`src/rtl/tree_lane_dispatcher_if.sv`:
```
// Header stream, dual-lane issue and node-memory config handshake
// of the bit-tree lookup front end.
interface tree_lane_dispatcher_if #(
    parameter int PACKET_WIDTH = 104,
    parameter int NODE_WIDTH   = 40
);
    // Handshake: a header moves on a clock edge where pkt_valid_in and
    // pkt_ready_out are both 1. The source holds pkt_in stable while valid
    // is high. pkt_ready_out never depends on pkt_valid_in.
    logic [PACKET_WIDTH-1:0] pkt_in;
    logic                    pkt_valid_in;
    logic                    pkt_ready_out;
    logic [NODE_WIDTH-1:0]   root_node;

    logic [PACKET_WIDTH-1:0] packet_out1;
    logic [NODE_WIDTH-1:0]   node_out1;
    logic                    matched_out1;
    logic                    data_valid_out1;
    logic [PACKET_WIDTH-1:0] packet_out2;
    logic [NODE_WIDTH-1:0]   node_out2;
    logic                    matched_out2;
    logic                    data_valid_out2;

    logic                    cfg_req;
    logic                    cfg_grant;
    logic                    cfg_done;

    modport master (
        output pkt_in, pkt_valid_in, root_node, cfg_req, cfg_done,
        input  pkt_ready_out,
        input  packet_out1, node_out1, matched_out1, data_valid_out1,
        input  packet_out2, node_out2, matched_out2, data_valid_out2,
        input  cfg_grant
    );

    modport slave (
        input  pkt_in, pkt_valid_in, root_node, cfg_req, cfg_done,
        output pkt_ready_out,
        output packet_out1, node_out1, matched_out1, data_valid_out1,
        output packet_out2, node_out2, matched_out2, data_valid_out2,
        output cfg_grant
    );
endinterface

```
`src/rtl/tree_lane_dispatcher.sv`:
```
// Buffers the header stream and issues up to two headers per cycle onto two
// lookup lanes; sequences drain/grant windows for node-memory updates.
module tree_lane_dispatcher #(
    parameter int PACKET_WIDTH = 104,
    parameter int NODE_WIDTH   = 40,
    parameter int FIFO_DEPTH   = 4,
    parameter int PIPE_DEPTH   = 12
) (
    input  logic                  clk,
    input  logic                  RST,
    tree_lane_dispatcher_if.slave bus,
    output logic [1:0]            state_dbg
);
    localparam int PTR_W   = $clog2(FIFO_DEPTH);
    localparam int CNT_W   = PTR_W + 1;
    localparam int DRAIN_W = $clog2(PIPE_DEPTH) + 1;

    typedef enum logic [1:0] {
        RUN   = 2'd0,
        DRAIN = 2'd1,
        GRANT = 2'd2
    } state_t;

    state_t                  state;
    logic [PACKET_WIDTH-1:0] mem [FIFO_DEPTH];
    logic [PTR_W-1:0]        wr_ptr;
    logic [PTR_W-1:0]        rd_ptr;
    logic [PTR_W-1:0]        rd_ptr_plus1;
    logic [CNT_W-1:0]        count;
    logic [DRAIN_W-1:0]      drain_cnt;
    logic                    push;
    logic                    issue_ok;
    logic [1:0]              pops;

    // Ready is forced low while reset is held so nothing is accepted then.
    assign bus.pkt_ready_out = !RST && (count != CNT_W'(FIFO_DEPTH));
    assign push              = bus.pkt_valid_in && bus.pkt_ready_out;
    assign issue_ok          = (state == RUN) && !bus.cfg_req;
    assign rd_ptr_plus1      = rd_ptr + PTR_W'(1);
    assign state_dbg         = state;

    always_comb begin
        pops = 2'd0;
        if (issue_ok) begin
            if (count >= CNT_W'(2))
                pops = 2'd2;
            else if (count == CNT_W'(1))
                pops = 2'd1;
        end
    end

    always_ff @(posedge clk) begin
        if (push)
            mem[wr_ptr] <= bus.pkt_in;
    end

    always_ff @(posedge clk) begin
        if (RST) begin
            state               <= RUN;
            wr_ptr              <= '0;
            rd_ptr              <= '0;
            count               <= '0;
            drain_cnt           <= '0;
            bus.cfg_grant       <= 1'b0;
            bus.packet_out1     <= '0;
            bus.node_out1       <= '0;
            bus.matched_out1    <= 1'b0;
            bus.data_valid_out1 <= 1'b0;
            bus.packet_out2     <= '0;
            bus.node_out2       <= '0;
            bus.matched_out2    <= 1'b0;
            bus.data_valid_out2 <= 1'b0;
        end else begin
            if (push)
                wr_ptr <= wr_ptr + PTR_W'(1);
            rd_ptr <= rd_ptr + PTR_W'(pops);
            count  <= count + CNT_W'(push) - CNT_W'(pops);

            // Lanes default to all-zero; lane 1 always takes the older entry.
            bus.packet_out1     <= '0;
            bus.node_out1       <= '0;
            bus.matched_out1    <= 1'b0;
            bus.data_valid_out1 <= 1'b0;
            bus.packet_out2     <= '0;
            bus.node_out2       <= '0;
            bus.matched_out2    <= 1'b0;
            bus.data_valid_out2 <= 1'b0;
            if (pops != 2'd0) begin
                bus.packet_out1     <= mem[rd_ptr];
                bus.node_out1       <= bus.root_node;
                bus.data_valid_out1 <= 1'b1;
            end
            if (pops == 2'd2) begin
                bus.packet_out2     <= mem[rd_ptr_plus1];
                bus.node_out2       <= bus.root_node;
                bus.data_valid_out2 <= 1'b1;
            end

            case (state)
                RUN: begin
                    if (bus.cfg_req) begin
                        state     <= DRAIN;
                        drain_cnt <= DRAIN_W'(PIPE_DEPTH - 1);
                    end
                end
                DRAIN: begin
                    if (!bus.cfg_req) begin
                        state <= RUN;
                    end else if (drain_cnt == '0) begin
                        state         <= GRANT;
                        bus.cfg_grant <= 1'b1;
                    end else begin
                        drain_cnt <= drain_cnt - DRAIN_W'(1);
                    end
                end
                GRANT: begin
                    if (bus.cfg_done) begin
                        state         <= RUN;
                        bus.cfg_grant <= 1'b0;
                    end
                end
                default: state <= RUN;
            endcase
        end
    end
endmodule

```
`src/flat_wrapper.sv`:
```
// flat-port wrapper written by rule: the top's interface ports become plain ports
module tree_lane_dispatcher_flat 
#(
    parameter int PACKET_WIDTH = 104,
    parameter int NODE_WIDTH   = 40,
    parameter int FIFO_DEPTH   = 4,
    parameter int PIPE_DEPTH   = 12
)
  (clk, RST, state_dbg, bus_pkt_in, bus_pkt_valid_in, bus_root_node, bus_cfg_req, bus_cfg_done, bus_pkt_ready_out, bus_packet_out1, bus_node_out1, bus_matched_out1, bus_data_valid_out1, bus_packet_out2, bus_node_out2, bus_matched_out2, bus_data_valid_out2, bus_cfg_grant);
  tree_lane_dispatcher_if #(.PACKET_WIDTH(PACKET_WIDTH), .NODE_WIDTH(NODE_WIDTH)) bus_i ();
  input  logic clk;
  input  logic RST;
  output logic [1:0] state_dbg;
  input wire logic [$bits(bus_i.pkt_in)-1:0] bus_pkt_in;
  input wire logic [$bits(bus_i.pkt_valid_in)-1:0] bus_pkt_valid_in;
  input wire logic [$bits(bus_i.root_node)-1:0] bus_root_node;
  input wire logic [$bits(bus_i.cfg_req)-1:0] bus_cfg_req;
  input wire logic [$bits(bus_i.cfg_done)-1:0] bus_cfg_done;
  output wire logic [$bits(bus_i.pkt_ready_out)-1:0] bus_pkt_ready_out;
  output wire logic [$bits(bus_i.packet_out1)-1:0] bus_packet_out1;
  output wire logic [$bits(bus_i.node_out1)-1:0] bus_node_out1;
  output wire logic [$bits(bus_i.matched_out1)-1:0] bus_matched_out1;
  output wire logic [$bits(bus_i.data_valid_out1)-1:0] bus_data_valid_out1;
  output wire logic [$bits(bus_i.packet_out2)-1:0] bus_packet_out2;
  output wire logic [$bits(bus_i.node_out2)-1:0] bus_node_out2;
  output wire logic [$bits(bus_i.matched_out2)-1:0] bus_matched_out2;
  output wire logic [$bits(bus_i.data_valid_out2)-1:0] bus_data_valid_out2;
  output wire logic [$bits(bus_i.cfg_grant)-1:0] bus_cfg_grant;
  assign bus_i.pkt_in = bus_pkt_in;
  assign bus_i.pkt_valid_in = bus_pkt_valid_in;
  assign bus_i.root_node = bus_root_node;
  assign bus_i.cfg_req = bus_cfg_req;
  assign bus_i.cfg_done = bus_cfg_done;
  assign bus_pkt_ready_out = bus_i.pkt_ready_out;
  assign bus_packet_out1 = bus_i.packet_out1;
  assign bus_node_out1 = bus_i.node_out1;
  assign bus_matched_out1 = bus_i.matched_out1;
  assign bus_data_valid_out1 = bus_i.data_valid_out1;
  assign bus_packet_out2 = bus_i.packet_out2;
  assign bus_node_out2 = bus_i.node_out2;
  assign bus_matched_out2 = bus_i.matched_out2;
  assign bus_data_valid_out2 = bus_i.data_valid_out2;
  assign bus_cfg_grant = bus_i.cfg_grant;
  tree_lane_dispatcher #(.PACKET_WIDTH(PACKET_WIDTH), .NODE_WIDTH(NODE_WIDTH), .FIFO_DEPTH(FIFO_DEPTH), .PIPE_DEPTH(PIPE_DEPTH)) u_core (.clk(clk), .RST(RST), .bus(bus_i), .state_dbg(state_dbg));
endmodule
```
`config.mk`:
```
export PLATFORM = sky130hd
export DESIGN_NAME = tree_lane_dispatcher_flat
export DESIGN_NICKNAME = d
export VERILOG_FILES = /design/src/rtl/tree_lane_dispatcher_if.sv /design/src/rtl/tree_lane_dispatcher.sv /design/src/flat_wrapper.sv
export SDC_FILE = /design/constraint.sdc
export NUM_CORES = 1
export LEC_CHECK = 0
export CAP_MARGIN = 0
export CORE_UTILIZATION = 51
export CTS_BUF_LIST = sky130_fd_sc_hd__clkbuf_4 sky130_fd_sc_hd__clkbuf_8 sky130_fd_sc_hd__clkbuf_16
export CTS_CLUSTER_DIAMETER = 120
export CTS_CLUSTER_SIZE = 16
export DETAILED_ROUTE_END_ITERATION = 12
export PLACE_DENSITY = 0.78
export SLEW_MARGIN = 10
export SYNTH_ARGS = -nofsm -noshare
export SYNTH_HDL_FRONTEND = slang
export SYNTH_SLANG_ARGS = --single-unit
```
`constraint.sdc`:
```
create_clock -name clk -period 4.5 [get_ports clk]
set_clock_uncertainty 0.15 [all_clocks]
set_input_delay 0.45 -clock clk [delete_from_list [all_inputs] [get_ports clk]]
set_output_delay 0.45 -clock clk [all_outputs]
set_load 0.1 [all_outputs]
```
==> results by group, run 1 <==
Outcome
  – Status: complete, no violations

Synth
  – Synth unique cells: 43
  – EDFF count, synth: 416
  – Xor-xnor portion of the synthesized cell area: less than 1%
  – Synthesized cell area: 26090 µm²
  – Synth Area in Simple Gates: about 8.0%
  – Post-synthesis adder-cell area fraction: 0.5084%
  – Post-synthesis sequential area ratio: 71.29%
  – Syn Inst Count: 1381
  – Top FF cell, synth: edfxtp_1
  – Synth warn: 0
  – Post-synthesis mux area share: 18.03%
  – Complex-gate fraction of the synthesized area: 0.4508%
  – Synthesized area per cell: between 15 and 20 µm²
  – Largest family of logic cells by synthesized area: multiplexers
  – Register bit total from synthesis: between 700 and 800
  – Asr flop ratio synth: 0%

Place
  – GPL Wtd Cong: 0.7833
  – Detailed Place HPWL: roughly 35000 µm
  – Port bufs: roughly 440

Route
  – Vias per inst: ~5.5
  – Wire length per cell: around 22 µm
  – Initial DRC count: 986
  – DR WL met3: 3511 µm
  – Metal2 WL: around 27000 µm
  – Drt pass-1 iters: 5
  – Via count: 13895
  – Remaining antenna violation count after routing: 0
  – Wl on met1: 23340 µm
  – Final wirelength: about 56000 µm
  – Highest routing layer actually used: met5
  – # DRC: 0

Timing
  – Final hold vios: 0
  – Max Freq: 301.4 MHz
  – Setup violations, final: 0
  – RSZ-0062 raised after global routing: false
  – Worst slew margin: 25.93%
  – Crit path time final: 3.318 ns
  – Setup TNS: 0 ns
  – Final Max Slew Viols: 0
  – Crit share post-route: 73.73%
  – Worst-margin pin slew: 1.108 ns

Clock network
  – Cts bufs inserted: 51
  – CTS tree: done
  – Clk pin slew, worst setup/hold paths: 0.07 ns
  – Skew-Pair Late Insertion Delay: around 0.6 ns
  – Bufs on Longest Clock Path: 3
  – H-tree levels: 2
  – Hold_buf cts: 0
  – Post-CTS sizing: 0
  – Clk sink count: roughly 720
  – Root buf cell: clkbuf_16
  – Setup repair bufs after CTS: 0

Floorplan
  – Row count: 82
  – Die ar.: about 52000 µm²
  – Die Ht: 228.2 µm
  – # IOs: roughly 450
  – Core area: 50270 µm²
  – Initial Util: 51.89%
  – Die Wd: between 200 and 250 µm

Layout
  – Layout cell share with drive strength beyond 1: 18.14%
  – Layout area overhead: 26.39%
  – Total Nets Final: 1977

Job
  – Maxcap violations: 0

Worst setup path
  – Critical Path AT: 2.72 ns
  – CP Max Fanout: 9
  – Crit start category: flip-flop
  – CP required: 3.90 ns
  – CP Capture Type: output pin
  – Critical path class: flip-flop to output pin

Global route
  – Number of global-route vias before repair: 14102
  – Largest net degree at the start of global routing: 87
  – Total GRT Usage: 21.23%
  – Initial antenna violation count: 10
  – Grt ovf: 0
  – First-pass GRT wire length: 84180 µm

Hold path
  – Worst Hold Class: input port to flip-flop

Power
  – P per Cell Area: 502.5 nW/µm²
  – Maximum VDD drop: between 0.3 and 0.4 mV
  – Leakage Power: 11.03 nW
  – Total power: 16.57 mW
## metrics by stage
step	cells	hold WS [ns]	setup slack (ns)	util, %	area, µm²
floorplan	1382	0.3100	0.3770	-	26090
global placement	2437	0.2969	1.324	62.32	31330
detailed placement	2437	0.3199	1.266	62.32	31330
CTS	2530	0.2392	1.149	65.57	32960
global route	2534	0.2675	1.126	65.58	32970
finish	2535	0.2743	1.182	65.59	32970
## state kept, by name, indices dropped and copies added, names as in the netlist
register	flops
u_core.mem	416
u_core.bus.packet_out1	104
u_core.bus.packet_out2	104
u_core.bus.node_out1	40
u_core.bus.node_out2	40
u_core.drain_cnt	5
u_core.count	3
u_core.rd_ptr	2
u_core.state_dbg	2
u_core.wr_ptr	2
u_core.bus.cfg_grant	1
u_core.bus.data_valid_out1	1
u_core.bus.data_valid_out2	1
## path summary, 6_finish.rpt
kind / cells past startpoint / startpoint / endpoint / slack (ns)
max: 3 / u_core.count[2]$_SDFF_PP0_ / bus_pkt_ready_out / 1.18
min: 2 / bus_root_node[28] / u_core.bus.node_out2[28]$_SDFF_PP0_ / 0.27
max reg2reg: 10 / u_core.state_dbg[0]$_SDFFE_PP0P_ / u_core.count[2]$_SDFF_PP0_ / 1.76
min reg2reg: 2 / u_core.bus.cfg_grant$_SDFFE_PP0P_ / u_core.bus.cfg_grant$_SDFFE_PP0P_ / 0.33
## critical path, stage by stage (launching register included)
cell	delay [ns]
dfxtp_1	0.40
or3b_2	0.58
nor2b_1	0.18
clkdlybuf4s50_1	0.97
## per-layer routing
metal	vias to the layer above	track usage, %
met4	12	7.278
li1	6115	-
met5	-	0
met2	543	34.77
met1	7131	28.65
met3	94	4.088
## layout by cell type, fill, tap and decap left out, types with 2 or more instances in the layout
cell / count
clkdlybuf4s50_1: 442
edfxtp_1: 416
dfxtp_1: 303
and2_1: 290
mux4_2: 208
clkbuf_16: 53
clkbuf_4: 38
buf_12: 14
inv_1: 9
ha_1: 9
buf_4: 9
a21oi_1: 6
nor2b_1: 6
diode_2: 5
nor2_1: 5
and3_4: 4
nand3_1: 3
or3b_2: 3
nand3b_1: 3
nor3_1: 3
nand2b_1: 3
xor2_1: 2
nor3b_1: 2
nand2_1: 2
mux2i_1: 2
a221oi_1: 2
conb_1: 2
dfxtp_4: 2
## logic make-up after synthesis
| logic type | Yosys count |
|---|---|
| other cells | 1 |
| buf+inv | 90 |
| mux | 210 |
| simple gates | 331 |
| compound gates | 16 |
| flops | 721 |
| xor+xnor | 2 |
| fa+ha+maj | 10 |
## area by class of cell
class,count,area (µm²)
timing repair buffer,465,4772
clock inverter,2,20.02
inverter,8,30.03
multi-input combinational,571,7082
antenna,5,12.51
sequential,721,18610
fill,3389,17300
clock buffer,91,1612
tap,672,840.8
## where the power goes
| group | leakage [nW] | switching, mW | total [mW] | internal [mW] |
|---|---|---|---|---|
| combinational | 3.94 | 2.79 | 4.30 | 1.51 |
| clock | 0.841 | 2.13 | 4.57 | 2.44 |
| sequential | 6.25 | 0.282 | 7.71 | 7.43 |
| total | 11.0 | 5.20 | 16.6 | 11.4 |
## synth_stat cells, types with 2 or more instances
| library cell | instances | area share, % |
|---|---|---|
| edfxtp_1 | 416 | 48 |
| dfxtp_1 | 305 | 23 |
| and2_1 | 290 | 7.0 |
| mux4_2 | 208 | 18 |
| clkbuf_1 | 34 | 0.49 |
| buf_2 | 30 | 0.58 |
| ha_1 | 9 | 0.43 |
| buf_1 | 8 | 0.12 |
| inv_1 | 8 | 0.12 |
| a21oi_1 | 6 | 0.12 |
| buf_6 | 6 | 0.26 |
| nor2b_1 | 6 | 0.14 |
| nor2_1 | 5 | 0.072 |
| and3_1 | 4 | 0.096 |
| buf_4 | 3 | 0.086 |
| nand2b_1 | 3 | 0.072 |
| nand3_1 | 3 | 0.058 |
| nand3b_1 | 3 | 0.086 |
| nor3_1 | 3 | 0.058 |
| or3b_2 | 3 | 0.10 |
| a221oi_1 | 2 | 0.067 |
| mux2i_1 | 2 | 0.077 |
| nand2_1 | 2 | 0.029 |
| nor3b_1 | 2 | 0.058 |
| xor2_1 | 2 | 0.067 |
Power figures use the tool's default switching activity.
==> run 2, diff against run 1 <==
- CORE_UTILIZATION: 51 -> 48
- PLACE_DENSITY: 0.78 -> 0.77
- clock period: 4.5 -> 2.7 ns (I/O delays scaled with it)
==> run 2 against run 1 <==
Effect of this change: clock power rose by 68%; hold slack got worse by 0.17 ns; sequential share of layout area rose by 0.75 points; final cell count rose by 1.7%.
==> results by group, run 2 (synthesis gave the netlist of run 1 again) <==
Layout
  – Largest registers: u_core.mem (416), u_core.bus.packet_out1 (104), u_core.bus.packet_out2 (104)
  – Layout cell share with drive strength beyond 1: 34.98% (+17 points)
  – Core Util, Final: 60.61% (-5.0 points)
  – Post-route cell area: 32550 µm² (-1.3%)
  – Antenna Cells: 0 (-5)
  – Max reg flops: 416 (unchanged)
  – Leading cell type in the layout, fill and taps excluded: edfxtp_1
  – Total Nets Final: 1998 (+1.1%)
  – Layout area overhead: 24.78%
  – Register name with the most flops: u_core.mem
  – Most frequent cells in the layout: edfxtp_1, buf_4, dfxtp_1

Timing
  – Final hold vios: 0 (unchanged)
  – Setup TNS: 0 ns (unchanged)
  – Final Hold Slack: 0.1060 ns (-0.1683 ns)
  – Worst slew margin: 66.26% (+40 points)
  – RSZ-0062 raised after global routing: false
  – Worst-margin pin slew: 0.5061 ns (-0.6014 ns)
  – Final Max Slew Viols: 0 (unchanged)
  – Crit share post-route: 93.21%
  – Crit path time final: around 2.5 ns
  – Max Freq: between 300 and 400 MHz
  – Setup violations, final: 0 (unchanged)
  – Setup ws final: 0.1834 ns (-0.9989 ns)

Power
  – Flop pwr share: 45.8% (-0.7 points)
  – Clock power frac: 27.8% (+0.2 points)
  – Logic pwr share: 26.4% (+0.5 points)
  – Int Power: 18.99 mW (+67%)
  – Leakage Power: 11.77 nW (+6.7%)
  – Maximum VDD drop: 0.7530 mV (+98%)
  – P per Cell Area: 849.5 nW/µm² (+69%)
  – Net Switching: 8.663 mW (+67%)
  – Sw frac: 31.33% (-0.045 points)

Clock network
  – Skew-Pair Late Insertion Delay: 0.59 ns (-0.02 ns)
  – Clk pin slew, worst setup/hold paths: 0.08 ns (about the same)
  – Hold_buf cts: 0 (unchanged)
  – Root buf cell: clkbuf_16
  – Cts bufs inserted: 51 (unchanged)
  – Clk sink count: 721 (unchanged)
  – Bufs on Longest Clock Path: 3 (unchanged)
  – H-tree levels: 2 (unchanged)
  – CTS tree: done

Worst setup path
  – R2R Path End: u_core.count[2]$_SDFF_PP0_
  – Reg2reg setup slack: 0.18 ns (-1.58 ns)
  – Critical path class: flip-flop to flip-flop
  – R2r startpoint: u_core.state_dbg[1]$_SDFFE_PP0P_
  – CP Capture Type: flip-flop
  – Critical Path AT: 2.89 ns (+0.17 ns)
  – CP required: 3.07 ns (-0.83 ns)
  – R2r worst-path depth: 10 (unchanged)
  – Setup crit end: u_core.count[2]$_SDFF_PP0_
  – Crit start category: flip-flop
  – Worst setup path start: u_core.state_dbg[1]$_SDFFE_PP0P_
  – CP Max Fanout: 10 (+1)

Floorplan
  – Row count: 85 (+3.7%)
  – Die ar.: 55290 µm² (+6.2%)
  – Core area: 53710 µm² (+6.8%)
  – # IOs: 445 (unchanged)
  – Die Wd: 235.1 µm (+3.1%)
  – Initial Util: 48.58% (-3.3 points)
  – Die Ht: 235.1 µm (+3.1%)

Route
  – Wire length per cell: 21.26 µm (-3.4%)
  – # DRC: 0 (unchanged)
  – Drt pass-1 iters: 5 (unchanged)
  – Via count: 13819 (-0.55%)
  – Final wirelength: 54790 µm (-1.8%)
  – Initial DRC count: 900 (-8.7%)
  – Remaining antenna violation count after routing: 0 (unchanged)
  – Vias per inst: 5.362 (-2.2%)

Hold path
  – Worst Hold Class: input port to flip-flop

Global route
  – First-pass GRT wire length: 84080 µm (-0.12%)
  – GRT busiest layer: met2
  – Met2 Track Usage GR: 33.53% (-1.2 points)
  – Initial antenna violation count: 6 (-4)
  – Number of global-route vias before repair: 14469 (+2.6%)
  – Largest net degree at the start of global routing: 84 (-3.4%)
  – Met3 Use GR: 5.535% (+1.4 points)
  – Total GRT Usage: 19.80% (-1.4 points)
  – M1 GR Usage: 24.73% (-3.9 points)
  – Grt ovf: 0 (unchanged)

Outcome
  – Status: complete, no violations

Place
  – Detailed Place HPWL: 35470 µm (+0.13%)
  – Dpl ws: -0.1694 ns (-1.435 ns)
  – Cell area after placement: 30890 µm² (-1.4%)
  – Port bufs: 442 (unchanged)
  – GPL Wtd Cong: 0.7756 (-0.98%)

Job
  – Maxcap violations: 0 (unchanged)
## run 2: cell types whose count changed in the layout (fill, tap and decap cells not counted), moves of 2 or more
cell	delta
buf_12	+8
clkdlybuf4s50_1	-294
diode_2	-5
clkbuf_4	+2
dfxtp_1	-2
buf_4	+307
## run 2: worst min path at each step
stage / start / endpoint / slack, ns / cells after the start
after floorplan: bus_pkt_in[0] / u_core.mem[0][0]$_DFFE_PP_ / 0.22 / 0
after global placement: u_core.bus.cfg_grant$_SDFFE_PP0P_ / u_core.bus.cfg_grant$_SDFFE_PP0P_ / 0.31 / 2
after detailed placement: u_core.bus.cfg_grant$_SDFFE_PP0P_ / u_core.bus.cfg_grant$_SDFFE_PP0P_ / 0.31 / 2
after CTS: bus_root_node[25] / u_core.bus.node_out1[25]$_SDFF_PP0_ / 0.06 / 2
after global routing: bus_root_node[1] / u_core.bus.node_out2[1]$_SDFF_PP0_ / 0.09 / 2
final: bus_root_node[5] / u_core.bus.node_out2[5]$_SDFF_PP0_ / 0.11 / 2
## run 2: layout make-up
| class | instances | area [µm²] |
|---|---|---|
| Timing Repair Buffer | 486 | 4294 |
| Multi-Input combinational cell | 571 | 7087 |
| Tap cell | 696 | 870.8 |
| Fill cell | 3825 | 21160 |
| Inverter | 8 | 30.03 |
| Clock buffer | 93 | 1627 |
| Sequential cell | 721 | 18610 |
| Clock inverter | 2 | 33.78 |
## run 2: routing by layer
metal | vias up | wire length [µm] | part of all wire (%)
li1 | 6147 | - | -
met1 | 7114 | 21780 | 40
met2 | 452 | 27260 | 50
met3 | 94 | 4268 | 7.8
met4 | 12 | 1396 | 2.5
met5 | - | 85 | 0.16
## run 2: power groups by stage
stage	registers, mW	clock network (mW)	logic, mW
after floorplan	15.8	0	2.62
after global placement	12.9	0	7.29
after detailed placement	12.9	0	7.37
after CTS	12.7	7.85	7.38
after global routing	12.7	8.24	7.63
final	12.7	7.68	7.30
## run 2: metrics by stage
stage | power [mW] | std cells
2_1_floorplan | 18.46 | 1382
3_3_place_gp | 20.18 | 2482
3_5_place_dp | 20.29 | 2482
4_1_cts | 27.91 | 2577
5_1_grt | 28.61 | 2577
6_report | 27.65 | 2577
## run 2: critical path, cell delays in order (launching register included)
cell     delay (ns)
dfxtp_4        0.38
or3_4          0.40
nor3_2         0.15
ha_1           0.25
inv_1          0.05
ha_1           0.13
inv_1          0.05
fa_1           0.43
xor2_1         0.16
and2_1         0.15
nor3_1         0.13
## run 2: timing repair
item / in CTS / in global routing
setup endpoints to repair: 0 / 1
setup buffers: 0 / 0
gates resized for setup: 0 / 1
